**src/rtl/mult_seq_ctrl_if.sv**
```systemverilog
// Operand/result handshake bundle between a client and the bit-serial multiplier sequencer.
// The client is the master: it offers operands, consumes results and may cancel.
interface mult_seq_ctrl_if #(
    parameter int WIDTH = 16
);
    logic             in_valid;
    logic             in_ready;
    logic [WIDTH-1:0] neuron;
    logic [WIDTH-1:0] weight;
    logic [WIDTH-1:0] result;
    logic             out_valid;
    logic             out_ready;
    logic             abort;

    modport master (
        output in_valid, neuron, weight, out_ready, abort,
        input  in_ready, result, out_valid
    );

    modport slave (
        input  in_valid, neuron, weight, out_ready, abort,
        output in_ready, result, out_valid
    );
endinterface

```
**src/rtl/mult_seq_ctrl.sv**
```systemverilog
// Sequencer for a bit-serial multiplier: latches an operand pair, clears the multiplier,
// streams the weight LSB first, waits for the datapath to settle and captures the product.
//
// state  | meaning
// IDLE   | ready for a new operand pair
// CLEAR  | one-cycle multiplier clear pulse
// SHIFT  | WIDTH cycles of enabled multiply steps, one weight bit each
// DRAIN  | DRAIN_CYCLES idle cycles before sampling mult_out
// DONE   | product presented until the consumer accepts it
module mult_seq_ctrl #(
    parameter int WIDTH        = 16,
    parameter int DRAIN_CYCLES = 1
) (
    input  logic             clk,
    input  logic             reset,
    mult_seq_ctrl_if.slave   bus,
    output logic [WIDTH-1:0] mult_input_neuron,
    output logic             mult_weight_bit,
    output logic             mult_enable,
    output logic             mult_reset_n,
    input  logic [WIDTH-1:0] mult_out
);
    localparam int CNT_W = (WIDTH > 1) ? $clog2(WIDTH) : 1;
    localparam logic [CNT_W-1:0] BIT_LAST   = CNT_W'(WIDTH - 1);
    localparam logic [2:0]       DRAIN_LOAD = 3'(DRAIN_CYCLES - 1);

    typedef enum logic [2:0] {
        S_IDLE,
        S_CLEAR,
        S_SHIFT,
        S_DRAIN,
        S_DONE
    } state_t;

    state_t           state;
    logic [CNT_W-1:0] bit_cnt;
    logic [2:0]       drain_cnt;
    logic [WIDTH-1:0] weight_sr;
    logic             in_ready_q;
    logic             out_valid_q;
    logic [WIDTH-1:0] result_q;
    logic             busy;

    assign busy          = (state == S_CLEAR) || (state == S_SHIFT) || (state == S_DRAIN);
    assign bus.in_ready  = in_ready_q;
    assign bus.out_valid = out_valid_q;
    assign bus.result    = result_q;

    always_ff @(posedge clk or negedge reset) begin
        if (!reset) begin
            state             <= S_IDLE;
            bit_cnt           <= '0;
            drain_cnt         <= '0;
            weight_sr         <= '0;
            in_ready_q        <= 1'b0;
            out_valid_q       <= 1'b0;
            result_q          <= '0;
            mult_input_neuron <= '0;
            mult_weight_bit   <= 1'b0;
            mult_enable       <= 1'b0;
            mult_reset_n      <= 1'b0;
        end else if (busy && bus.abort) begin
            // Cancel drops straight back to IDLE; the partial product is never captured.
            state           <= S_IDLE;
            bit_cnt         <= '0;
            in_ready_q      <= 1'b1;
            mult_enable     <= 1'b0;
            mult_weight_bit <= 1'b0;
            mult_reset_n    <= 1'b1;
        end else begin
            case (state)
                S_IDLE: begin
                    in_ready_q   <= 1'b1;
                    mult_reset_n <= 1'b1;
                    if (bus.in_valid && in_ready_q) begin
                        mult_input_neuron <= bus.neuron;
                        weight_sr         <= bus.weight;
                        in_ready_q        <= 1'b0;
                        mult_reset_n      <= 1'b0;
                        state             <= S_CLEAR;
                    end
                end
                S_CLEAR: begin
                    mult_reset_n    <= 1'b1;
                    mult_enable     <= 1'b1;
                    mult_weight_bit <= weight_sr[0];
                    weight_sr       <= weight_sr >> 1;
                    bit_cnt         <= '0;
                    state           <= S_SHIFT;
                end
                S_SHIFT: begin
                    if (bit_cnt == BIT_LAST) begin
                        mult_enable     <= 1'b0;
                        mult_weight_bit <= 1'b0;
                        drain_cnt       <= DRAIN_LOAD;
                        state           <= S_DRAIN;
                    end else begin
                        bit_cnt         <= bit_cnt + 1'b1;
                        mult_weight_bit <= weight_sr[0];
                        weight_sr       <= weight_sr >> 1;
                    end
                end
                S_DRAIN: begin
                    if (drain_cnt == 3'd0) begin
                        result_q    <= mult_out;
                        out_valid_q <= 1'b1;
                        state       <= S_DONE;
                    end else begin
                        drain_cnt <= drain_cnt - 3'd1;
                    end
                end
                S_DONE: begin
                    if (out_valid_q && bus.out_ready) begin
                        out_valid_q <= 1'b0;
                        in_ready_q  <= 1'b1;
                        state       <= S_IDLE;
                    end
                end
                default: begin
                    state       <= S_IDLE;
                    in_ready_q  <= 1'b0;
                    out_valid_q <= 1'b0;
                    mult_enable <= 1'b0;
                end
            endcase
        end
    end
endmodule

```
**src/flat_wrapper.sv**
```systemverilog
// flat-port wrapper written by rule: the top's interface ports become plain ports
module mult_seq_ctrl_flat 
#(
    parameter int WIDTH        = 16,
    parameter int DRAIN_CYCLES = 1
)
  (clk, reset, mult_input_neuron, mult_weight_bit, mult_enable, mult_reset_n, mult_out, bus_in_valid, bus_neuron, bus_weight, bus_out_ready, bus_abort, bus_in_ready, bus_result, bus_out_valid);
  mult_seq_ctrl_if #(.WIDTH(WIDTH)) bus_i ();
  input  logic clk;
  input  logic reset;
  output logic [WIDTH-1:0] mult_input_neuron;
  output logic mult_weight_bit;
  output logic mult_enable;
  output logic mult_reset_n;
  input  logic [WIDTH-1:0] mult_out;
  input wire logic [$bits(bus_i.in_valid)-1:0] bus_in_valid;
  input wire logic [$bits(bus_i.neuron)-1:0] bus_neuron;
  input wire logic [$bits(bus_i.weight)-1:0] bus_weight;
  input wire logic [$bits(bus_i.out_ready)-1:0] bus_out_ready;
  input wire logic [$bits(bus_i.abort)-1:0] bus_abort;
  output wire logic [$bits(bus_i.in_ready)-1:0] bus_in_ready;
  output wire logic [$bits(bus_i.result)-1:0] bus_result;
  output wire logic [$bits(bus_i.out_valid)-1:0] bus_out_valid;
  assign bus_i.in_valid = bus_in_valid;
  assign bus_i.neuron = bus_neuron;
  assign bus_i.weight = bus_weight;
  assign bus_i.out_ready = bus_out_ready;
  assign bus_i.abort = bus_abort;
  assign bus_in_ready = bus_i.in_ready;
  assign bus_result = bus_i.result;
  assign bus_out_valid = bus_i.out_valid;
  mult_seq_ctrl #(.WIDTH(WIDTH), .DRAIN_CYCLES(DRAIN_CYCLES)) u_core (.clk(clk), .reset(reset), .bus(bus_i), .mult_input_neuron(mult_input_neuron), .mult_weight_bit(mult_weight_bit), .mult_enable(mult_enable), .mult_reset_n(mult_reset_n), .mult_out(mult_out));
endmodule
```
**config.mk**
```make
export PLATFORM = sky130hd
export DESIGN_NAME = mult_seq_ctrl_flat
export DESIGN_NICKNAME = d
export VERILOG_FILES = /design/src/rtl/mult_seq_ctrl_if.sv /design/src/rtl/mult_seq_ctrl.sv /design/src/flat_wrapper.sv
export SDC_FILE = /design/constraint.sdc
export NUM_CORES = 1
export LEC_CHECK = 0
export ABC_CLOCK_PERIOD_IN_PS = 5300
export CAP_MARGIN = 20
export CORE_ASPECT_RATIO = 1.4
export CORE_MARGIN = 2
export CORE_UTILIZATION = 52
export CTS_BUF_LIST = sky130_fd_sc_hd__clkbuf_2
export CTS_CLUSTER_DIAMETER = 30
export DETAILED_ROUTE_END_ITERATION = 10
export PLACE_DENSITY = 0.88
export SYNTH_ARGS = -nofsm -noshare
export SYNTH_HDL_FRONTEND = slang
export SYNTH_SLANG_ARGS = --single-unit
```
**constraint.sdc**
```tcl
create_clock -name clk -period 5.3 [get_ports clk]
set_clock_uncertainty 0.05 [all_clocks]
set_input_delay 1.06 -clock clk [delete_from_list [all_inputs] [get_ports clk]]
set_output_delay 1.06 -clock clk [all_outputs]
set_load 0.1 [all_outputs]
```
==> reports/qor.yml, run 1 <==
port_buffers: 89
hpwl_um: 4608
synth.distinct_cells: 40
regToRegStartpoint: "u_core.state[1]"
cts_setup_buffers: 0
synth_area_um2: 2844
antenna_found_initial: 0
die-area_um2: 6085
finalCriticalPeriod_ns: 3.183
vias: 2259
setup.worst_path.start_class: "flop"
hold_depth: 1
cts_resized: 0
grt_pass1_wl_um: 10370
synth_flop_cell: "dfrtp_1"
die_w_um: 66.50
cp_top_family: "buffers and inverters"
fin_nets: 397
postCtsHoldBufs: 0
dieHeight_um: 91.51
fin_ws_ns: 2.117
cap_viol_max_count: 0
cts_root_buf: "clkbuf_2"
gp_congestion: 0.7568
htreeDepth: 3
drive_gt1_share_pct: 15.03
max_freq_mhz: 314.1
clkSinkCount: 63
drtPass1Iterations: 4
cp.required_ns: 4.19
io_pins: 90
synth_enable_flop_cells: 0
cpPeakStageDelay_ns: 1.15
maxSlewViolCount: 0
synthToLayoutAreaGrowth_pct: 35.20
path_class: "reg2out"
yosysWarnings: 0
clock_path_buffers: 2
seq_area_frac_synth_pct: 55.43
initial_utilization_pct: 54.31
ys_ff_latch: 63
cp.depth: 1
most-common-layout-cells: "88 x clkdlybuf4s50_1, 63 x dfrtp_1, 35 x nand2_1, 30 x mux2_2, 20 x nor2_1"
drcViolationCount: 0
cp_slowest_cell: "clkdlybuf4s50_1"
async_flop_share_pct: 100.0
grt_pass1_vias: 2253
post_drt_wl_per_cell_um: 15.49
core_area_um2: 5236
max-slew-margin-rel_pct: 25.27
clkLatencyLatePin_ns: 0.48
hold_violations: 0
stdcell_count: 413
place_inst: 396
overflow: 0
synthesis.instances: 253
fin_tns_setup_ns: 0
tightest_slew_ns: 1.121
min_path_type: "reg2reg"
setup_violations: 0
rsz0062_at_grt: "no"
wl_um: 6397
clk_pin_slew_ns: 0.17
critical_path.max_fanout: 4
syn-num-nets: 309
crit_buf_inv: 1
syn_area_per_cell_um2: 11.24
cts_buffers: 9
ant_nets: 0
num-fill-cells: 361
final.period_utilization_pct: 60.06
cp_cell_sequence: "clkdlybuf4s50_1"
crit_path_end_kind: "output port"
track_usage_pct: 22.80
dr.first_iter.drc_count: 169
layout_commonest_cell: "clkdlybuf4s50_1"
grt_max_degree: 64
r2r_cells: 4
num_rows: 31
hp-start: "u_core.bus.result[4]"
outcome: "finished clean"
vias_per_cell: 5.470
startpoint: "u_core.bus.in_ready"
cp_data_arrival_time_ns: 2.07
rrSetupSlack_ns: 2.93
tritoncts: "built"
dp_slack_ns: 2.107
## final timing paths
| path | to |
|---|---|
| min reg2reg | u_core.bus.result[4] |
| max in group asynchronous | u_core.bus.result[9] |
| max reg2reg | u_core.weight_sr[9] |
| min in group asynchronous | u_core.mult_input_neuron[10] |
| max | bus_in_ready |
| min | u_core.bus.result[4] |
## metrics by stage
stage	utilization (%)	cell area [µm²]	hold WS, ns
floorplan	-	2844	0.3996
global placement	70.99	3717	0.4093
detailed placement	70.99	3717	0.4306
CTS	73.38	3842	0.4638
global route	73.38	3842	0.4917
finish	73.43	3845	0.4561
## flip-flops by register name, indices dropped and copies added, names as in the netlist
register,flops
u_core.bus.result,16
u_core.weight_sr,16
u_core.mult_input_neuron,16
u_core.bus.out_valid,1
u_core.mult_reset_n,1
u_core.mult_weight_bit,1
u_core.state,3
u_core.bus.in_ready,1
u_core.mult_enable,1
u_core.drain_cnt,3
u_core.bit_cnt,4
## cells in the mapped netlist (all sizes together) (2+ instances only)
library cell   n  share of area, %
ha             3               1.3
dfrtp         63                55
mux2          32                13
nor4           2              0.44
inv            7              0.92
nor2          21               2.9
and3           2              0.44
nand2         36               4.8
o21ai          9               1.6
a31oi         15               3.3
a21o           4               1.1
a21oi         11               2.3
clkbuf         2              0.26
nor3b          2              0.53
buf           11               3.3
nor3           6               1.1
o31ai          2              0.53
nand3          6               1.1
nor2b          4              0.97
nand2b         3              0.75
## logic make-up after synthesis
family	synth area share, %
DFF	55.43
AOI/OAI and AO/OA	11.35
and+or+nand+nor	14.34
muxes	13.02
buffers and inverters	4.532
adders and majority gates	1.320
## metal layers
metal	global-route usage (%)	up-vias	wire [µm]
met4	12.41	0	214
met1	25.86	1118	2357
met5	0	-	0
li1	-	1067	-
met3	3.594	17	223
met2	39.67	57	3601
## area by class of cell
type,instances,area (µm²),share of cell area (%)
Timing Repair Buffer,90,893.4,23.23
Antenna cell,1,2.502,0.06508
Multi-Input combinational cell,170,1139,29.61
Clock inverter,6,75.07,1.952
Clock buffer,10,50.05,1.302
Inverter,7,26.28,0.6834
Sequential cell,63,1577,41.00
Tap cell,66,82.58,2.148
## worst register-to-register path, stage by stage, from the launching register on
cell and delay (ns):
dfrtp_1 0.57, nand4bb_1 0.35, a221oi_4 0.97, nor2_1 0.12
a31oi_1 0.23
Power of run 1 is left out: the tool's default activity adds up to more than one toggle a clock period on the data nets, which glitch-free logic cannot reach.
==> inputs of run 2 (changes only) <==
--- a/config.mk
+++ b/config.mk
@@ -5,15 +5,15 @@
 export SDC_FILE = /design/constraint.sdc
 export NUM_CORES = 1
 export LEC_CHECK = 0
-export ABC_CLOCK_PERIOD_IN_PS = 5300
+export ABC_CLOCK_PERIOD_IN_PS = 2600
 export CAP_MARGIN = 20
 export CORE_ASPECT_RATIO = 1.4
 export CORE_MARGIN = 2
-export CORE_UTILIZATION = 52
+export CORE_UTILIZATION = 43
 export CTS_BUF_LIST = sky130_fd_sc_hd__clkbuf_2
 export CTS_CLUSTER_DIAMETER = 30
 export DETAILED_ROUTE_END_ITERATION = 10
-export PLACE_DENSITY = 0.88
+export PLACE_DENSITY = 0.78
 export SYNTH_ARGS = -nofsm -noshare
 export SYNTH_HDL_FRONTEND = slang
 export SYNTH_SLANG_ARGS = --single-unit
==> constraint.sdc (replaced) <==
create_clock -name clk -period 2.6 [get_ports clk]
set_clock_uncertainty 0.05 [all_clocks]
set_input_delay 0.52 -clock clk [delete_from_list [all_inputs] [get_ports clk]]
set_output_delay 0.52 -clock clk [all_outputs]
set_load 0.1 [all_outputs]
==> reports/qor.yml, run 2 (same netlist as run 1, synthesis figures left out) <==
tritoncts: "built"
crit_path_end_kind: "flop"
timing.rr.end: "u_core.bus.result[12]"
hold_violations: 0
dieHeight_um: 100.2
die_w_um: 72.73
core_area_um2: 6481
grtUsageMet2_pct: 31.89
cp_cell_sequence: "inv_1, ha_1, nor2b_1, nor2b_2, nand2_2, mux2_2"
drtPass1Iterations: 4
cp_top_family: "simple AND/OR/NAND/NOR gates"
setup_violations: 0
cts_setup_buffers: 0
stdcell_count: 423
io_pins: 90
outcome: "finished clean"
cap_viol_max_count: 0
hpwl_um: 4425
rrSetupSlack_ns: 0.69
cts_root_buf: "clkbuf_2"
r2r_cells: 6
dr.first_iter.drc_count: 172
clock_path_buffers: 2
startpoint: "u_core.drain_cnt[0]"
hold_depth: 1
dp_slack_ns: 0.3313
hp-start: "u_core.drain_cnt[1]"
gp_congestion: 0.8359
finalCriticalPeriod_ns: 1.909
track_usage_pct: 18.59
fin_nets: 401
critical_path.max_fanout: 17
htreeDepth: 3
postCtsHoldBufs: 1
grt_pass1_wl_um: 10360
grt_max_degree: 39
whs_endpoint: "u_core.drain_cnt[1]"
vias: 2251
rsz0062_at_grt: "no"
max_freq_mhz: 523.9
fin_util_pct: 58.73
num-fill-cells: 568
clk_pin_slew_ns: 0.15
cts_resized: 0
drcViolationCount: 0
grt_pass1_vias: 2255
layout_commonest_cell: "dfrtp_1"
cpPeakStageDelay_ns: 0.42
cp.required_ns: 2.94
cts_buffers: 9
fin_tns_setup_ns: 0
setup.worst_path.start_class: "flop"
synthToLayoutAreaGrowth_pct: 33.83
overflow: 0
most-common-layout-cells: "63 x dfrtp_1, 51 x clkdlybuf4s50_1, 40 x buf_4, 35 x nand2_1, 30 x mux2_2"
top_usage_layer: "met2"
place_inst: 407
num_rows: 35
path_class: "reg2reg"
grt_use_met1_pct: 20.80
final.period_utilization_pct: 73.41
die-area_um2: 7289
use_met3_pct: 5.321
fin_ws_ns: 0.6913
crit_buf_inv: 1
regToRegStartpoint: "u_core.drain_cnt[0]"
vias_per_cell: 5.322
tightest_slew_ns: 0.6083
wl_um: 6089
drive_gt1_share_pct: 26.93
cp_data_arrival_time_ns: 2.25
min_path_type: "reg2reg"
clkLatencyLatePin_ns: 0.49
maxSlewViolCount: 0
post_drt_wl_per_cell_um: 14.39
ant_nets: 0
diodes: 0
clkSinkCount: 63
cp_slowest_cell: "dfrtp_1"
antenna_found_initial: 0
max-slew-margin-rel_pct: 59.45
port_buffers: 89
initial_utilization_pct: 43.88
[run 2: cell types whose count changed in the layout (fill, tap and decap cells not counted)]
cell             change
buf_12               +1
buf_4               +39
clkbuf_2             +1
clkdlybuf4s50_1     -37
clkinv_1             -3
clkinvlp_4           +1
diode_2              -1
dlygate4sd3_1        +1
[run 2: area by class of cell]
class | instances | area [µm²] | share of cell area [%]
clock buffer | 11 | 55.05 | 1.446
clock inverter | 4 | 71.32 | 1.874
tap | 74 | 92.59 | 2.433
timing repair buffer | 94 | 845.8 | 22.22
multi-input combinational | 170 | 1139 | 29.91
sequential | 63 | 1577 | 41.42
inverter | 7 | 26.28 | 0.6903
[run 2: worst register-to-register path, stage by stage, from the launching register on]
cell	delay (ns)
dfrtp_1	0.42
inv_1	0.09
ha_1	0.13
nor2b_1	0.22
nor2b_2	0.25
nand2_2	0.28
mux2_2	0.38
[run 2: layer usage]
metal | vias up | part of all wire, %
li1 | 1072 | -
met1 | 1105 | 38
met2 | 58 | 55
met3 | 16 | 4.5
met4 | 0 | 2.6
met5 | - | 0
[run 2: worst max-delay path by stage]
stage / to / slack, ns / cells after the start
CTS: u_core.bus.result[4] / 0.67 / 6
global placement: u_core.mult_input_neuron[12] / 0.40 / 5
detailed placement: u_core.weight_sr[0] / 0.33 / 6
floorplan: u_core.mult_input_neuron[10] / 0.31 / 4
global route: u_core.bit_cnt[3] / 0.47 / 4
finish: u_core.bus.result[12] / 0.69 / 6
[run 2: through the flow]
| stage | hold WS, ns | instance area (µm²) |
|---|---|---|
| floorplan | 0.1744 | 2844 |
| CTS | 0.4544 | 3806 |
| finish | 0.4531 | 3806 |
| global placement | 0.4094 | 3670 |
| detailed placement | 0.4214 | 3670 |
| global route | 0.4638 | 3806 |
Power of run 2 is left out for the same reason.
==> inputs of run 3 (changes only) <==
--- a/config.mk
+++ b/config.mk
@@ -5,7 +5,7 @@
 export SDC_FILE = /design/constraint.sdc
 export NUM_CORES = 1
 export LEC_CHECK = 0
-export ABC_CLOCK_PERIOD_IN_PS = 2600
+export ABC_CLOCK_PERIOD_IN_PS = 1550
 export CAP_MARGIN = 20
 export CORE_ASPECT_RATIO = 1.4
 export CORE_MARGIN = 2
==> constraint.sdc (replaced) <==
create_clock -name clk -period 1.55 [get_ports clk]
set_clock_uncertainty 0.05 [all_clocks]
set_input_delay 0.31 -clock clk [delete_from_list [all_inputs] [get_ports clk]]
set_output_delay 0.31 -clock clk [all_outputs]
set_load 0.1 [all_outputs]
==> reports/qor.yml, run 3 (same netlist as run 1, synthesis figures left out) <==
cp.required_ns: 1.89
cp_data_arrival_time_ns: 2.12
cp_cell_sequence: "ha_4, a31o_4, a221oi_4, buf_12, clkbuf_16, nor2_1, a31oi_1"
layout_commonest_cell: "dfrtp_1"
num-fill-cells: 370
dieHeight_um: 100.2
cpPeakStageDelay_ns: 0.44
overflow: 0
grt_pass1_wl_um: 13210
tightest_slew_ns: 0.3668
clkSinkCount: 63
ff_latch_area_um2: 1585
gp_congestion: 0.8606
die_w_um: 72.73
stdcell_count: 478
drtPass1Iterations: 4
htreeDepth: 3
setup_violations: 57
dp_slack_ns: -0.3207
port_buffers: 89
tritoncts: "built"
track_usage_pct: 24.06
most-common-layout-cells: "58 x dfrtp_1, 51 x clkdlybuf4s50_1, 44 x buf_12, 42 x buf_4, 34 x nand2_1"
final.period_utilization_pct: 114.8
outcome: "finished, violations left"
max-slew-margin-rel_pct: 75.49
min_path_type: "in2async"
finalCriticalPeriod_ns: 1.780
max_freq_mhz: 561.7
vias: 2598
dr.first_iter.drc_count: 120
ant_nets: 0
cts_root_buf: "clkbuf_2"
core_area_um2: 6481
place_inst: 435
num_rows: 35
io_pins: 90
hold_violations: 0
cts_buffers: 9
antenna_found_initial: 0
drcViolationCount: 0
violations: "negative setup slack"
grt_pass1_vias: 2705
clkLatencyLatePin_ns: 0.47
synthToLayoutAreaGrowth_pct: 79.41
post_drt_wl_per_cell_um: 18.95
fin_ws_ns: -0.2302
cap_viol_max_count: 0
vias_per_cell: 5.435
clock_path_buffers: 2
crit_path_end_kind: "flop"
grt_max_degree: 33
path_class: "reg2reg"
maxSlewViolCount: 0
multiInputGateArea_um2: 1499
die-area_um2: 7289
fin_nets: 454
critical_path.max_fanout: 8
wl_um: 9059
setup.worst_path.start_class: "flop"
initial_utilization_pct: 43.88
cp_slowest_cell: "dfrtp_1"
rsz0062_at_grt: "yes"
drive_gt1_share_pct: 46.65
hpwl_um: 5356
clk_pin_slew_ns: 0.20
## run 3: final cells by class
| cell class | instances | share of cell area (%) |
|---|---|---|
| Clock buffer | 11 | 1.079 |
| Antenna cell | 1 | 0.04904 |
| Clock inverter | 5 | 0.4904 |
| Sequential cell | 63 | 31.07 |
| Inverter | 7 | 0.5150 |
| Tap cell | 74 | 1.815 |
| Multi-Input combinational cell | 172 | 29.38 |
| Timing Repair Buffer | 145 | 35.61 |
## run 3: critical path, delay by kind of cell (launching register included)
| kind | cells | cell delay [ns] |
|---|---|---|
| buffers and inverters | 2 | 0.32 |
| adders and majority gates | 1 | 0.18 |
| and+or+nand+nor | 1 | 0.04 |
| DFF | 1 | 0.44 |
| AOI/OAI and AO/OA | 3 | 0.67 |
## run 3: worst paths after layout
| path | from | endpoint | slack, ns | cells after the start |
|---|---|---|---|---|
| min | reset | u_core.mult_input_neuron[12] | 0.11 | 2 |
| max in group asynchronous | reset | u_core.weight_sr[5] | 0.82 | 3 |
| min in group clk | bus_weight[14] | u_core.weight_sr[14] | 0.33 | 3 |
| max reg2reg | u_core.bit_cnt[1] | u_core.weight_sr[4] | -0.23 | 7 |
| min reg2reg | u_core.weight_sr[15] | u_core.weight_sr[14] | 0.50 | 2 |
| max | u_core.bit_cnt[1] | u_core.weight_sr[4] | -0.23 | 7 |
## run 3: metrics by stage
step | hold WS [ns] | setup TNS, ns | util [%] | area (µm²)
CTS | 0.1032 | -3.394 | 73.94 | 4792
global route | 0.1054 | -8.266 | 78.69 | 5100
detailed placement | 0.1269 | -15.32 | 68.82 | 4461
finish | 0.1112 | -5.423 | 78.73 | 5102
global placement | 0.1280 | -13.74 | 68.82 | 4461
floorplan | -0.03559 | -2.467 | - | 2927
## run 3: repair_timing
item                                    in CTS  in global routing
gates resized for setup                     30                 48
hold buffers                                 1                  0
gates cloned                                 3                  2
endpoints found under the setup margin      54                 64
pin swaps                                    2                 15
endpoints found under the hold margin       63                  0
setup buffers                               10                 13
## run 3: per-layer routing
metal | global-route usage (%) | vias up | part of all wire, %
met5 | 0 | - | 0
met4 | 12.96 | 0 | 3.6
met3 | 4.719 | 31 | 4.0
met2 | 42.31 | 102 | 56
met1 | 26.82 | 1284 | 36
li1 | - | 1181 | -
Power of run 3 is left out for the same reason.
